==> src/rtl/nabu_kbd.sv <==
// nabu_kbd: NABU keyboard controller.
// Turns MiSTer hps_io PS/2 set-2 key events into NABU ASCII bytes. The bytes
// are queued in a receive FIFO that the Z80 reads through I/O ports 0x90
// (data) and 0x91 (status). A 0x95 keep-alive byte is queued every
// HEARTBEAT_CYCLES clocks.
//
// Ports:
//   clk_sys  - system clock; all state changes on its rising edge
//   reset_n  - asynchronous active-low reset
//   ps2_key  - [10] toggle strobe, [9] pressed, [8] extended, [7:0] scan code
//   io_addr  - Z80 I/O address A[7:0]
//   io_rd    - I/O read strobe (level, may span several cycles)
//   io_wr    - I/O write strobe (level, may span several cycles)
//   io_din   - CPU write data
//   io_dout  - read data for ports 0x90/0x91, 0x00 when io_oe is low
//   io_oe    - high while a read addresses port 0x90 or 0x91
//   int_req  - high while the receive FIFO holds at least one byte
module nabu_kbd #(
   parameter int FIFO_DEPTH       = 8,
   parameter int HEARTBEAT_CYCLES = 159056712
) (
   input  logic        clk_sys,
   input  logic        reset_n,
   input  logic [10:0] ps2_key,
   input  logic [7:0]  io_addr,
   input  logic        io_rd,
   input  logic        io_wr,
   input  logic [7:0]  io_din,
   output logic [7:0]  io_dout,
   output logic        io_oe,
   output logic        int_req
);

   localparam int AW = $clog2(FIFO_DEPTH);
   localparam int HW = (HEARTBEAT_CYCLES > 1) ? $clog2(HEARTBEAT_CYCLES) : 1;
   localparam logic [HW-1:0] HB_LAST = HW'(HEARTBEAT_CYCLES - 1);
   localparam logic [AW:0]   DEPTH_C = (AW+1)'(FIFO_DEPTH);

   logic          primed;
   logic          key_tgl_q;
   logic          ev_valid, ev_pressed, ev_ext;
   logic [7:0]    ev_code;
   logic          shift_q;
   logic [7:0]    plain, shifted, ext_byte, xlat_byte;
   logic          xlat_hit;
   logic          tr_valid;
   logic [7:0]    tr_byte;
   logic [HW-1:0] hb_cnt;
   logic          hb_wrap, hb_req, hb_pend;
   logic          push;
   logic [7:0]    push_byte;
   logic [7:0]    mem [FIFO_DEPTH];
   logic [AW-1:0] wr_ptr, rd_ptr;
   logic [AW:0]   count;
   logic          full, not_empty, do_push, pop, overrun;
   logic          rd_idle, wr_idle, acc90, acc91_clr, ovr_clear;
   logic          addr90, addr91;

   // Event capture. The first cycle after reset only copies the toggle bit so
   // a stale toggle level is never mistaken for a new key event.
   always_ff @(posedge clk_sys or negedge reset_n) begin
      if (!reset_n) begin
         primed     <= 1'b0;
         key_tgl_q  <= 1'b0;
         ev_valid   <= 1'b0;
         ev_pressed <= 1'b0;
         ev_ext     <= 1'b0;
         ev_code    <= 8'h00;
      end else begin
         primed     <= 1'b1;
         key_tgl_q  <= ps2_key[10];
         ev_valid   <= primed && (ps2_key[10] != key_tgl_q);
         ev_pressed <= ps2_key[9];
         ev_ext     <= ps2_key[8];
         ev_code    <= ps2_key[7:0];
      end
   end

   // Scan code to NABU byte. Letters only list their lower-case form; the
   // upper-case form is derived. A zero result means "no byte for this code".
   always_comb begin
      plain    = 8'h00;
      shifted  = 8'h00;
      ext_byte = 8'h00;
      case (ev_code)
         8'h1C: plain = "a";   8'h32: plain = "b";   8'h21: plain = "c";
         8'h23: plain = "d";   8'h24: plain = "e";   8'h2B: plain = "f";
         8'h34: plain = "g";   8'h33: plain = "h";   8'h43: plain = "i";
         8'h3B: plain = "j";   8'h42: plain = "k";   8'h4B: plain = "l";
         8'h3A: plain = "m";   8'h31: plain = "n";   8'h44: plain = "o";
         8'h4D: plain = "p";   8'h15: plain = "q";   8'h2D: plain = "r";
         8'h1B: plain = "s";   8'h2C: plain = "t";   8'h3C: plain = "u";
         8'h2A: plain = "v";   8'h1D: plain = "w";   8'h22: plain = "x";
         8'h35: plain = "y";   8'h1A: plain = "z";
         8'h16: begin plain = "1"; shifted = "!"; end
         8'h1E: begin plain = "2"; shifted = "@"; end
         8'h26: begin plain = "3"; shifted = "#"; end
         8'h25: begin plain = "4"; shifted = "$"; end
         8'h2E: begin plain = "5"; shifted = "%"; end
         8'h36: begin plain = "6"; shifted = "^"; end
         8'h3D: begin plain = "7"; shifted = "&"; end
         8'h3E: begin plain = "8"; shifted = "*"; end
         8'h46: begin plain = "9"; shifted = "("; end
         8'h45: begin plain = "0"; shifted = ")"; end
         8'h29: begin plain = 8'h20; shifted = 8'h20; end
         8'h5A: begin plain = 8'h0D; shifted = 8'h0D; end
         8'h66: begin plain = 8'h7F; shifted = 8'h7F; end
         8'h76: begin plain = 8'h1B; shifted = 8'h1B; end
         default: ;
      endcase
      if (plain >= "a" && plain <= "z") shifted = plain - 8'h20;
      case (ev_code)
         8'h74: ext_byte = 8'hE0;
         8'h6B: ext_byte = 8'hE1;
         8'h75: ext_byte = 8'hE2;
         8'h72: ext_byte = 8'hE3;
         default: ;
      endcase
      if (ev_ext) xlat_byte = ext_byte;
      else        xlat_byte = shift_q ? shifted : plain;
      xlat_hit = (xlat_byte != 8'h00);
   end

   // Translation register and shift tracking. Only presses of mapped codes
   // produce a byte; shift events only move the shift flag.
   always_ff @(posedge clk_sys or negedge reset_n) begin
      if (!reset_n) begin
         tr_valid <= 1'b0;
         tr_byte  <= 8'h00;
         shift_q  <= 1'b0;
      end else begin
         tr_valid <= ev_valid && ev_pressed && xlat_hit;
         tr_byte  <= xlat_byte;
         if (ev_valid && !ev_ext && (ev_code == 8'h12 || ev_code == 8'h59))
            shift_q <= ev_pressed;
      end
   end

   // Heartbeat. A wrap that lands on a key-byte write is held one cycle so
   // the key byte goes in first and 0x95 follows.
   assign hb_wrap   = (hb_cnt == HB_LAST);
   assign hb_req    = hb_wrap || hb_pend;
   assign push      = tr_valid || hb_req;
   assign push_byte = tr_valid ? tr_byte : 8'h95;

   always_ff @(posedge clk_sys or negedge reset_n) begin
      if (!reset_n) begin
         hb_cnt  <= '0;
         hb_pend <= 1'b0;
      end else begin
         hb_cnt  <= hb_wrap ? '0 : hb_cnt + 1'b1;
         hb_pend <= hb_req && tr_valid;
      end
   end

   // CPU strobe tracking. An access only counts once its strobe has been seen
   // low after reset, so a transfer cut by reset never pops or clears later.
   assign addr90    = (io_addr == 8'h90);
   assign addr91    = (io_addr == 8'h91);
   assign pop       = acc90 && !io_rd && not_empty;
   assign ovr_clear = acc91_clr && !io_wr;

   always_ff @(posedge clk_sys or negedge reset_n) begin
      if (!reset_n) begin
         rd_idle   <= 1'b0;
         wr_idle   <= 1'b0;
         acc90     <= 1'b0;
         acc91_clr <= 1'b0;
      end else begin
         rd_idle   <= rd_idle || !io_rd;
         wr_idle   <= wr_idle || !io_wr;
         acc90     <= io_rd && addr90 && rd_idle;
         acc91_clr <= io_wr && addr91 && io_din[4] && wr_idle;
      end
   end

   // FIFO control. A push into a full FIFO succeeds only when a pop frees a
   // slot in the same cycle; otherwise the byte is lost and overrun latches.
   assign not_empty = (count != '0);
   assign full      = (count == DEPTH_C);
   assign do_push   = push && (!full || pop);

   always_ff @(posedge clk_sys or negedge reset_n) begin
      if (!reset_n) begin
         wr_ptr  <= '0;
         rd_ptr  <= '0;
         count   <= '0;
         overrun <= 1'b0;
      end else begin
         if (do_push) wr_ptr <= wr_ptr + 1'b1;
         if (pop)     rd_ptr <= rd_ptr + 1'b1;
         if (do_push && !pop)      count <= count + 1'b1;
         else if (!do_push && pop) count <= count - 1'b1;
         if (ovr_clear) overrun <= 1'b0;
         if (push && full && !pop) overrun <= 1'b1;
      end
   end

   // FIFO storage needs no reset; pointers and count define what is valid.
   always_ff @(posedge clk_sys) begin
      if (do_push) mem[wr_ptr] <= push_byte;
   end

   // Read mux for the two ports.
   assign io_oe   = reset_n && io_rd && (addr90 || addr91);
   assign int_req = not_empty;

   always_comb begin
      io_dout = 8'h00;
      if (io_oe) begin
         if (addr90) io_dout = not_empty ? mem[rd_ptr] : 8'h00;
         else        io_dout = {3'b000, overrun, 2'b00, not_empty, 1'b1};
      end
   end

endmodule

==> config.mk <==
export PLATFORM = sky130hd
export DESIGN_NAME = nabu_kbd
export DESIGN_NICKNAME = d
export VERILOG_FILES = /design/src/rtl/nabu_kbd.sv
export SDC_FILE = /design/constraint.sdc
export NUM_CORES = 1
export LEC_CHECK = 0
export BUFFER_PORTS_ARGS = -buffer_cell sky130_fd_sc_hd__buf_4
export CAP_MARGIN = 20
export CORE_MARGIN = 4
export CORE_UTILIZATION = 63
export CTS_CLUSTER_DIAMETER = 80
export DETAILED_ROUTE_END_ITERATION = 8
export GPL_ROUTABILITY_DRIVEN = 0
export GPL_TIMING_DRIVEN = 0
export PLACE_DENSITY = 0.91
export SLEW_MARGIN = 10
export SYNTH_ARGS = -nofsm -noshare
export SYNTH_HDL_FRONTEND = slang
export SYNTH_SLANG_ARGS = --single-unit
==> constraint.sdc <==
create_clock -name clk_sys -period 9.9 [get_ports clk_sys]
set_clock_uncertainty 0.2 [all_clocks]
set_input_delay 0.495 -clock clk_sys [delete_from_list [all_inputs] [get_ports clk_sys]]
set_output_delay 0.495 -clock clk_sys [all_outputs]
set_load 0.02 [all_outputs]
==> results of run 1 <==
## cells in the mapped netlist (6+ instances only)
master	number
a21oi_1	12
and2_1	9
and3_1	11
clkbuf_1	26
dfrtp_1	67
edfxtp_1	64
ha_1	7
inv_1	13
mux2_2	6
mux2i_1	11
mux4_2	16
nand2_1	43
nand2b_1	19
nand3_1	12
nand4_1	6
nor2_1	53
nor2b_1	7
nor3_1	19
nor3b_1	6
nor4b_1	6
nor4bb_1	7
o21ai_0	15
xnor2_1	14
xor2_1	22
## metrics by stage
step	worst slack, ns	utilization, %	hold slack [ns]	total power [uW]
finish	5.87	77.3	0.0445	1390
floorplan	6.57	-	-0.000591	726
detailed placement	6.07	70.2	0.243	778
CTS	5.89	77.2	0.00423	1390
global placement	5.87	69.9	0.234	761
global route	5.70	77.3	0.0281	1440
## flip-flops by register name, summed over array words and instances, names as in the netlist, 3 cells and up
name     count
mem         64
count        4
ev_code      8
rd_ptr       3
tr_byte      8
wr_ptr       3
hb_cnt      28
## routing by layer
layer / GRT usage (%) / part of all wire [%]
met4: 14.2 / 4.4
met5: 0 / 0
met3: 6.40 / 6.5
met2: 48.7 / 51
met1: 33.3 / 38
## worst reg2reg max path, stage by stage, from the launching register on
cell      delay [ns]
dfrtp_1         0.46
clkbuf_1        0.26
nor4bb_1        0.91
a22oi_1         0.26
and2_1          0.27
and2_1          0.20
nand2_1         0.21
nor2_1          0.10
ha_1            0.28
nand2b_1        0.09
a21oi_1         0.07
a221oi_1        0.40
a41oi_1         0.16
## report_power, final
group          internal [uW]  leakage (uW)  switching (uW)
combinational           69.2       0.00125            89.2
clock                    360      0.000278             245
sequential               598       0.00144            29.3
## final cells by class
cell class / instances / area (sq um) / share of cell area [%]
Inverter: 14 / 52.6 / 0.686
Timing Repair Buffer: 47 / 388 / 5.06
Multi-Input combinational cell: 377 / 2750 / 35.9
Buffer: 33 / 140 / 1.83
Clock inverter: 15 / 156 / 2.04
Sequential cell: 131 / 3600 / 46.9
Clock buffer: 17 / 414 / 5.40
Tap cell: 133 / 166 / 2.17
## cell families after synthesis
family,count (synthesis),share of synthesized area (%)
simple gates,226,19.0
flops,131,55.3
compound gates,73,7.94
buf+inv,47,2.96
xor+xnor,36,4.84
mux,33,8.26
fa+ha+maj,8,1.65
other cells,1,0.0576
## worst paths after layout
| check | slack [ns] | cells past startpoint | startpoint | end |
|---|---|---|---|---|
| worst min-delay path | 0.04 | 3 | io_addr[0] | acc91_clr |
| max in group asynchronous | 8.53 | 2 | reset_n | tr_byte[2] |
| worst max register to register | 5.87 | 12 | ev_code[7] | tr_valid |
| worst max-delay path | 5.87 | 12 | ev_code[7] | tr_valid |
| worst min register to register | 0.25 | 1 | primed | ev_valid |
| min in group asynchronous | 0.42 | 2 | reset_n | hb_cnt[20] |
## timing repair
| action | in CTS | in global routing |
|---|---|---|
| hold buffers | 13 | 1 |
| buffers inserted | 0 | 0 |
| endpoints found under the hold margin | 79 | 1 |
| resized for setup | 0 | 0 |
==> flow_metrics.env, run 1 <==
export IMPL_vias=4905
export IMPL_cp_cell_sequence="clkbuf_1, nor4bb_1, a22oi_1, and2_1, and2_1, nand2_1, nor2_1, ha_1, nand2b_1, a21oi_1, a221oi_1, a41oi_1"
export IMPL_cts_buffers=17
export IMPL_status="finished clean"
export IMPL_dr_pass1_iters=5
export IMPL_crit_family="simple AND/OR/NAND/NOR gates"
export IMPL_worstMarginPinSlew_ns=1.05
export IMPL_layout_drive_gt1_share_pct=15.8
export IMPL_cp_num_buf_inv=1
export IMPL_rows=36
export IMPL_dieArea_sq_um=12000
export IMPL_synth_warnings=0
export IMPL_synth_area_sq_um=6510
export IMPL_rsz0062_at_grt="no"
export IMPL_final_cell_mix="67 x dfrtp_1, 64 x edfxtp_1, 53 x nor2_1"
export IMPL_clockRootBuffer="clkbuf_8"
export IMPL_ys_seq_area_share_pct=55.3
export IMPL_period_needed_ns=4.03
export IMPL_path_clk_slew_ns=0.06
export IMPL_grtUsageTotal_pct=28.3
export IMPL_power_density_nw_per_um2=182
export IMPL_hold_violations=0
export IMPL_synth_top_area_share_pct=29.5
export IMPL_drv_cap=0
export IMPL_ioPinCount=41
export IMPL_mostFrequentLayoutCell="dfrtp_1"
export IMPL_area_growth_pct=17.7
export IMPL_clock_sinks=131
export IMPL_max_stage_delay_ns=0.91
export IMPL_grt_overflow_total=0
export IMPL_worst_path_max_delay_cell="nor4bb_1"
export IMPL_p_leak_uw=0.00297
export IMPL_final_cells=767
export IMPL_wl_per_cell_um=20.8
export IMPL_dp_cells=721
export IMPL_tns_ns=0
export IMPL_coreArea_sq_um=9910
export IMPL_nFillCells=573
export IMPL_clk_latency_ns=0.52
export IMPL_irDropWorstVdd_mv=0.148
export IMPL_grt_pass1_vias=5060
export IMPL_relSlewSlack_pct=28.7
export IMPL_die_w_um=110
export IMPL_startpoint_type="flip-flop"
export IMPL_grt_pass1_wl_um=25400
export IMPL_htreeDepth=4
export IMPL_min_period_over_period_pct=40.7
export IMPL_diodes=0
export IMPL_antenna_found_initial=0
export IMPL_io_buffers=33
export IMPL_clockBufferDepth=2
export IMPL_cp_common_cell="and2_1"
export IMPL_wirelength_um=16000
export IMPL_synth_area_top_cells="edfxtp_1 30%, dfrtp_1 26%, mux4_2 5.5%"
export IMPL_synth_area_per_cell_sq_um=11.7
export IMPL_grt_max_degree=69
export IMPL_vias_per_cell=6.40
export IMPL_ys_seq_elements=131
export IMPL_clock_fmax_mhz=248
export IMPL_synth_edf_count=64
export IMPL_worstPathMaxFanout=10
export IMPL_ys_types=71
export IMPL_cts_tree="done"
export IMPL_setup_violations=0
export IMPL_cp_end_kind="flip-flop"
export IMPL_synth_nets=594
export IMPL_syn_inst=555
export IMPL_die_h_um=110
export IMPL_finalInstanceArea_sq_um=7660
export IMPL_start_util_pct=65.7
export IMPL_dp_hpwl_um=10200
export IMPL_drt_iter0_drc=522
export IMPL_crit_type="flip-flop to flip-flop"
export IMPL_dpl_cell_area_sq_um=6950
export IMPL_finalNetCount=660
export IMPL_crit_arrival_ns=4.19
export IMPL_route_detailed_drc=0
export IMPL_synth_main_ff_cell="dfrtp_1"
export IMPL_hold_class="input pin to flip-flop"
export IMPL_synth_async_reset_ratio_pct=51.1
export IMPL_critPathRequiredTime_ns=10.07
export IMPL_ant_nets=0
export IMPL_yosysTopAreaCell="edfxtp_1"
export IMPL_drv_slew=0
(Power assumes the default switching activity.)
==> run 2, diff against run 1 <==
--- a/config.mk
+++ b/config.mk
@@ -8,12 +8,12 @@
 export BUFFER_PORTS_ARGS = -buffer_cell sky130_fd_sc_hd__buf_4
 export CAP_MARGIN = 20
 export CORE_MARGIN = 4
-export CORE_UTILIZATION = 63
+export CORE_UTILIZATION = 55
 export CTS_CLUSTER_DIAMETER = 80
 export DETAILED_ROUTE_END_ITERATION = 8
 export GPL_ROUTABILITY_DRIVEN = 0
 export GPL_TIMING_DRIVEN = 0
-export PLACE_DENSITY = 0.91
+export PLACE_DENSITY = 0.85
 export SLEW_MARGIN = 10
 export SYNTH_ARGS = -nofsm -noshare
 export SYNTH_HDL_FRONTEND = slang
==> constraint.sdc (replaced) <==
create_clock -name clk_sys -period 3.7 [get_ports clk_sys]
set_clock_uncertainty 0.2 [all_clocks]
set_input_delay 0.185 -clock clk_sys [delete_from_list [all_inputs] [get_ports clk_sys]]
set_output_delay 0.185 -clock clk_sys [all_outputs]
set_load 0.02 [all_outputs]
==> run 2 against run 1 <==
Clock-buffer cell count rose by 5; cell area rose by 2.0%; combinational power rose to 2.6 times the previous value; final cell count rose by 2.5%; register-to-register slack got worse by 5.7 ns; routed wire length fell by 9.9%; via count fell by 3.5%; global-route usage fell by 6.5 points; non-clock buffer count rose by 9; worst hold slack improved by 0.086 ns; sequential cell count did not move; critical path depth did not move; largest cell class unchanged; largest power group unchanged.
==> flow_metrics.env, run 2 (synthesis gave the netlist of run 1 again) <==
export IMPL_reg_top3="mem (64), hb_cnt (28)"
export IMPL_antenna_found_initial=0
export IMPL_io_buffers=33
export IMPL_grt_use_met1_pct=25.7
export IMPL_multi_input_area_sq_um=2790
export IMPL_seqPwrFrac_pct=44.8
export IMPL_cp_end_kind="flip-flop"
export IMPL_min_path_cells=5
export IMPL_utilization_pct=67.9
export IMPL_dieArea_sq_um=13600
export IMPL_cts_tree="done"
export IMPL_period_needed_ns=3.51
export IMPL_power_total_uw=3750
export IMPL_crit_type="flip-flop to flip-flop"
export IMPL_route_detailed_drc=0
export IMPL_met2_usage_pct=38.9
export IMPL_wl_per_cell_um=18.3
export IMPL_layout_drive_gt1_share_pct=17.7
export IMPL_ioPinCount=41
export IMPL_finalNetCount=669
export IMPL_p_leak_uw=0.00305
export IMPL_clock_power_share_pct=44.2
export IMPL_final_setup_worst_slack_ns=0.186
export IMPL_grt_pass1_wl_um=22800
export IMPL_drv_cap=0
export IMPL_cts_buffers=17
export IMPL_relSlewSlack_pct=36.4
export IMPL_drt_iter0_drc=497
export IMPL_final_cell_mix="66 x dfrtp_1, 64 x edfxtp_1, 52 x nor2_1"
export IMPL_critPathRequiredTime_ns=3.76
export IMPL_largest_register="mem"
export IMPL_setup_violations=0
export IMPL_grtUsageMet3_pct=5.24
export IMPL_dp_hpwl_um=9580
export IMPL_clock_sinks=131
export IMPL_status="finished clean"
export IMPL_min_to="acc90"
export IMPL_r2r_slack_ns=0.19
export IMPL_power_density_nw_per_um2=480
export IMPL_mostFrequentLayoutCell="dfrtp_1"
export IMPL_irDropWorstVdd_mv=0.328
export IMPL_swShare_pct=23.6
export IMPL_min_delay_start="io_addr[6]"
export IMPL_largest_reg_flops=64
export IMPL_path_clk_slew_ns=0.06
export IMPL_min_period_over_period_pct=95.0
export IMPL_crit_arrival_ns=3.57
export IMPL_diodes=0
export IMPL_grt_overflow_total=0
export IMPL_hold_violations=0
export IMPL_coreArea_sq_um=11500
export IMPL_wirelength_um=14400
export IMPL_clockRootBuffer="clkbuf_16"
export IMPL_p_sw_uw=885
export IMPL_htreeDepth=4
export IMPL_power_internal_uw=2870
export IMPL_grt_max_degree=69
export IMPL_dp_slack_ns=-0.117
export IMPL_vias=4735
export IMPL_hold_class="input pin to flip-flop"
export IMPL_area_growth_pct=20.1
export IMPL_clock_fmax_mhz=285
export IMPL_worstPathMaxFanout=10
export IMPL_drv_slew=0
export IMPL_rows=39
export IMPL_pwr_share_comb_pct=11.0
export IMPL_start_util_pct=56.5
export IMPL_nFillCells=810
export IMPL_r2r_end="tr_valid"
export IMPL_startpoint_type="flip-flop"
export IMPL_worstMarginPinSlew_ns=0.951
export IMPL_die_h_um=117
export IMPL_vias_per_cell=6.02
export IMPL_grtUsageTotal_pct=21.8
export IMPL_ant_nets=0
export IMPL_dr_pass1_iters=8
export IMPL_seq_area_sq_um=3600
export IMPL_regToRegStartpoint="ev_code[7]"
export IMPL_grt_busiest_layer="met2"
export IMPL_clk_latency_ns=0.41
export IMPL_clockBufferDepth=2
export IMPL_die_w_um=117
export IMPL_r2r_cells=12
export IMPL_grt_pass1_vias=4716
run 2: layout make-up:
| cell class | count | share of cell area, % |
|---|---|---|
| Sequential cell | 131 | 46.0 |
| Multi-Input combinational cell | 377 | 35.6 |
| Timing Repair Buffer | 57 | 5.98 |
| Clock buffer | 22 | 5.81 |
| Tap cell | 143 | 2.29 |
| Buffer | 32 | 1.87 |
| Clock inverter | 10 | 1.73 |
| Inverter | 14 | 0.672 |
run 2: per-layer routing:
layer / vias up / wire length [um]
met4: 0 / 357
met2: 190 / 7610
met5: - / 0
met1: 2307 / 5550
met3: 47 / 860
li1: 2191 / -
run 2: worst max path at each step:
stage | start | to | slack, ns | depth (start not counted)
2_1_floorplan | ev_code[6] | tr_valid | 0.37 | 14
3_3_place_gp | hb_cnt[0] | mem[4][5] | -0.38 | 9
3_5_place_dp | hb_cnt[0] | count[3] | -0.12 | 15
4_1_cts | hb_cnt[0] | count[3] | 0.02 | 15
5_1_grt | hb_cnt[0] | count[3] | -0.03 | 15
6_report | ev_code[7] | tr_valid | 0.19 | 12
run 2: critical path, cell delays in order (launching register included):
cell and delay, ns:
dfrtp_2 0.45, clkbuf_1 0.25, nor4bb_2 0.67, a22oi_1 0.22, and2_1 0.23, and2_1 0.22, nand2_4 0.11, nor2_1 0.07
ha_1 0.31, nand2b_1 0.11, a21oi_1 0.08, a221oi_2 0.29, a41oi_1 0.14
run 2: stage by stage:
stage	cell area (sq um)	setup TNS (ns)	hold WS (ns)	cells
3_5_place_dp	6970	-0.641	0.0955	733
5_1_grt	7820	-0.0421	0.160	786
3_3_place_gp	6940	-14.59	0.0947	731
2_1_floorplan	6510	0	-0.311	555
4_1_cts	7750	0	0.120	782
6_report	7820	0	0.131	786
run 2: power groups by stage:
stage	clock network, uW	registers [uW]	logic [uW]
global placement	0	1690	351
CTS	1670	1680	406
global route	1740	1690	453
floorplan	0	1680	267
finish	1660	1680	414
detailed placement	0	1700	385
run 2: repair_timing:
action                     in CTS  in global routing
hold buffers                   17                  0
hold endpoints to repair       84                  0
setup endpoints to repair      43                 66
setup buffers                   0                  5
resized for setup               3                 16
pin swaps                       0                  3
==> run 3, diff against run 2 <==
--- a/config.mk
+++ b/config.mk
@@ -7,13 +7,15 @@
 export LEC_CHECK = 0
 export BUFFER_PORTS_ARGS = -buffer_cell sky130_fd_sc_hd__buf_4
 export CAP_MARGIN = 20
+export CELL_PAD_IN_SITES_DETAIL_PLACEMENT = 1
+export CELL_PAD_IN_SITES_GLOBAL_PLACEMENT = 1
 export CORE_MARGIN = 4
-export CORE_UTILIZATION = 55
+export CORE_UTILIZATION = 45
 export CTS_CLUSTER_DIAMETER = 80
 export DETAILED_ROUTE_END_ITERATION = 8
 export GPL_ROUTABILITY_DRIVEN = 0
 export GPL_TIMING_DRIVEN = 0
-export PLACE_DENSITY = 0.85
+export PLACE_DENSITY = 0.86
 export SLEW_MARGIN = 10
 export SYNTH_ARGS = -nofsm -noshare
 export SYNTH_HDL_FRONTEND = slang
==> run 3 against run 2 <==
Final cell count increased by 3.9%; highest routed layer unchanged; via count increased by 1.1%; clock power decreased by 4%; largest cell class unchanged.
==> flow_metrics.env, run 3 (synthesis gave the netlist of run 1 again) <==
export IMPL_pwr_share_comb_pct=11.8
export IMPL_worst_path_max_delay_cell="or4b_1"
export IMPL_clock_fmax_mhz=275
export IMPL_worstMarginPinSlew_ns=0.923
export IMPL_clock_sinks=131
export IMPL_ioPinCount=41
export IMPL_largest_register="mem"
export IMPL_final_setup_worst_slack_ns=0.0624
export IMPL_grt_max_degree=69
export IMPL_period_needed_ns=3.64
export IMPL_ant_nets=0
export IMPL_hold_class="input pin to flip-flop"
export IMPL_crit_arrival_ns=3.70
export IMPL_die_w_um=128
export IMPL_seq_area_sq_um=3600
export IMPL_dp_slack_ns=-0.175
export IMPL_grt_pass1_vias=5273
export IMPL_mostFrequentLayoutCell="dfrtp_1"
export IMPL_drv_slew=0
export IMPL_cp_end_kind="flip-flop"
export IMPL_critPathRequiredTime_ns=3.77
export IMPL_min_period_over_period_pct=98.3
export IMPL_dp_hpwl_um=11400
export IMPL_seqPwrFrac_pct=45.4
export IMPL_wl_per_cell_um=21.0
export IMPL_diodes=0
export IMPL_power_density_nw_per_um2=474
export IMPL_io_buffers=33
export IMPL_swShare_pct=26.2
export IMPL_nFillCells=1439
export IMPL_multi_input_area_sq_um=2840
export IMPL_p_leak_uw=0.00304
export IMPL_final_cell_mix="66 x dfrtp_1, 64 x edfxtp_1, 50 x nor2_1"
export IMPL_clk_latency_ns=0.42
export IMPL_grtUsageTotal_pct=22.2
export IMPL_cts_buffers=17
export IMPL_coreArea_sq_um=14000
export IMPL_relSlewSlack_pct=38.3
export IMPL_wirelength_um=17200
export IMPL_rows=43
export IMPL_clockBufferDepth=2
export IMPL_status="finished clean"
export IMPL_area_growth_pct=20.6
export IMPL_finalNetCount=663
export IMPL_dieArea_sq_um=16500
export IMPL_htreeDepth=4
export IMPL_drt_iter0_drc=413
export IMPL_antenna_found_initial=0
export IMPL_start_util_pct=46.4
export IMPL_p_sw_uw=974
export IMPL_clockRootBuffer="clkbuf_16"
export IMPL_startpoint_type="flip-flop"
export IMPL_largest_reg_flops=64
export IMPL_vias_per_cell=5.86
export IMPL_drv_cap=0
export IMPL_route_detailed_drc=0
export IMPL_max_stage_delay_ns=0.51
export IMPL_irDropWorstVdd_mv=0.309
export IMPL_vias=4788
export IMPL_layout_drive_gt1_share_pct=18.8
export IMPL_grt_pass1_wl_um=28100
export IMPL_finalInstanceArea_sq_um=7850
export IMPL_setup_violations=0
export IMPL_dpl_cell_area_sq_um=7010
export IMPL_power_internal_uw=2750
export IMPL_hold_violations=0
export IMPL_worstPathMaxFanout=10
export IMPL_power_total_uw=3720
export IMPL_cp_cell_sequence="or4b_1, buf_4, or4_1, o41a_1, and3_1, buf_6, nand2_4, nor2_1, ha_1, nand2b_1, a21oi_1, a221oi_2, a41oi_2"
export IMPL_grt_overflow_total=0
export IMPL_die_h_um=128
export IMPL_dr_pass1_iters=5
export IMPL_cts_tree="done"
export IMPL_crit_type="flip-flop to flip-flop"
export IMPL_clock_power_share_pct=42.9
export IMPL_path_clk_slew_ns=0.06
export IMPL_reg_top3="mem (64), hb_cnt (28)"
==> run 3: path summary, 6_finish.rpt <==
kind                             from          to  slack (ns)  cells past startpoint
min reg2reg                    primed    ev_valid        0.24                      1
max in group asynchronous     reset_n  ev_code[7]        2.49                      2
min in group asynchronous     reset_n  hb_cnt[14]        0.21                      2
max                        ev_code[7]    tr_valid        0.06                     13
min                        io_addr[2]       acc90        0.14                      5
max reg2reg                ev_code[7]    tr_valid        0.06                     13
==> run 3: critical path: cells and delay by family (launching register included) <==
kind	cells	cell delay [ns]
AND/OR/NAND/NOR	6	1.42
flip-flops	1	0.46
AO/OA/AOI/OAI	4	0.80
adder cells (fa/ha/maj)	1	0.27
buffers and inverters	2	0.32
==> run 3: final cells by class <==
cell class / instances / area share [%]
clock buffer: 22 / 6.31
clock inverter: 10 / 0.924
buffer: 32 / 1.85
tap: 180 / 2.87
inverter: 14 / 0.669
timing repair buffer: 51 / 5.42
sequential: 131 / 45.8
multi-input combinational: 377 / 36.1
==> run 3: power groups by stage <==
stage	Clock [uW]	Sequential, uW	Combinational [uW]
final	1590	1690	439
after global routing	1700	1690	480
after CTS	1620	1680	429
after global placement	0	1690	357
after detailed placement	0	1700	396
after floorplan	0	1680	267
==> run 3: per-layer routing <==
layer / global-route usage (%) / wire length, um / vias up
met5: 0 / 0 / -
met4: 7.93 / 453 / 0
met3: 4.79 / 837 / 43
met2: 40.1 / 9190 / 161
met1: 25.8 / 6710 / 2396
li1: - / - / 2188
==> run 3: through the flow <==
stage	TNS [ns]	util [%]	cells	hold WS, ns
CTS	0	55.4	817	0.124
global route	-0.0380	55.9	817	0.141
detailed placement	-3.46	49.9	768	0.0953
global placement	-18.53	49.7	768	0.0945
finish	0	55.9	817	0.143
floorplan	0	-	555	-0.311
==> run 3: what timing repair did <==
item                                    4_1_cts  5_1_grt
setup buffers                                 0        1
resized for setup                             7       22
endpoints found under the setup margin       67       64
pin swaps                                     0        3
hold endpoints to repair                     84        0
hold buffers                                 17        0
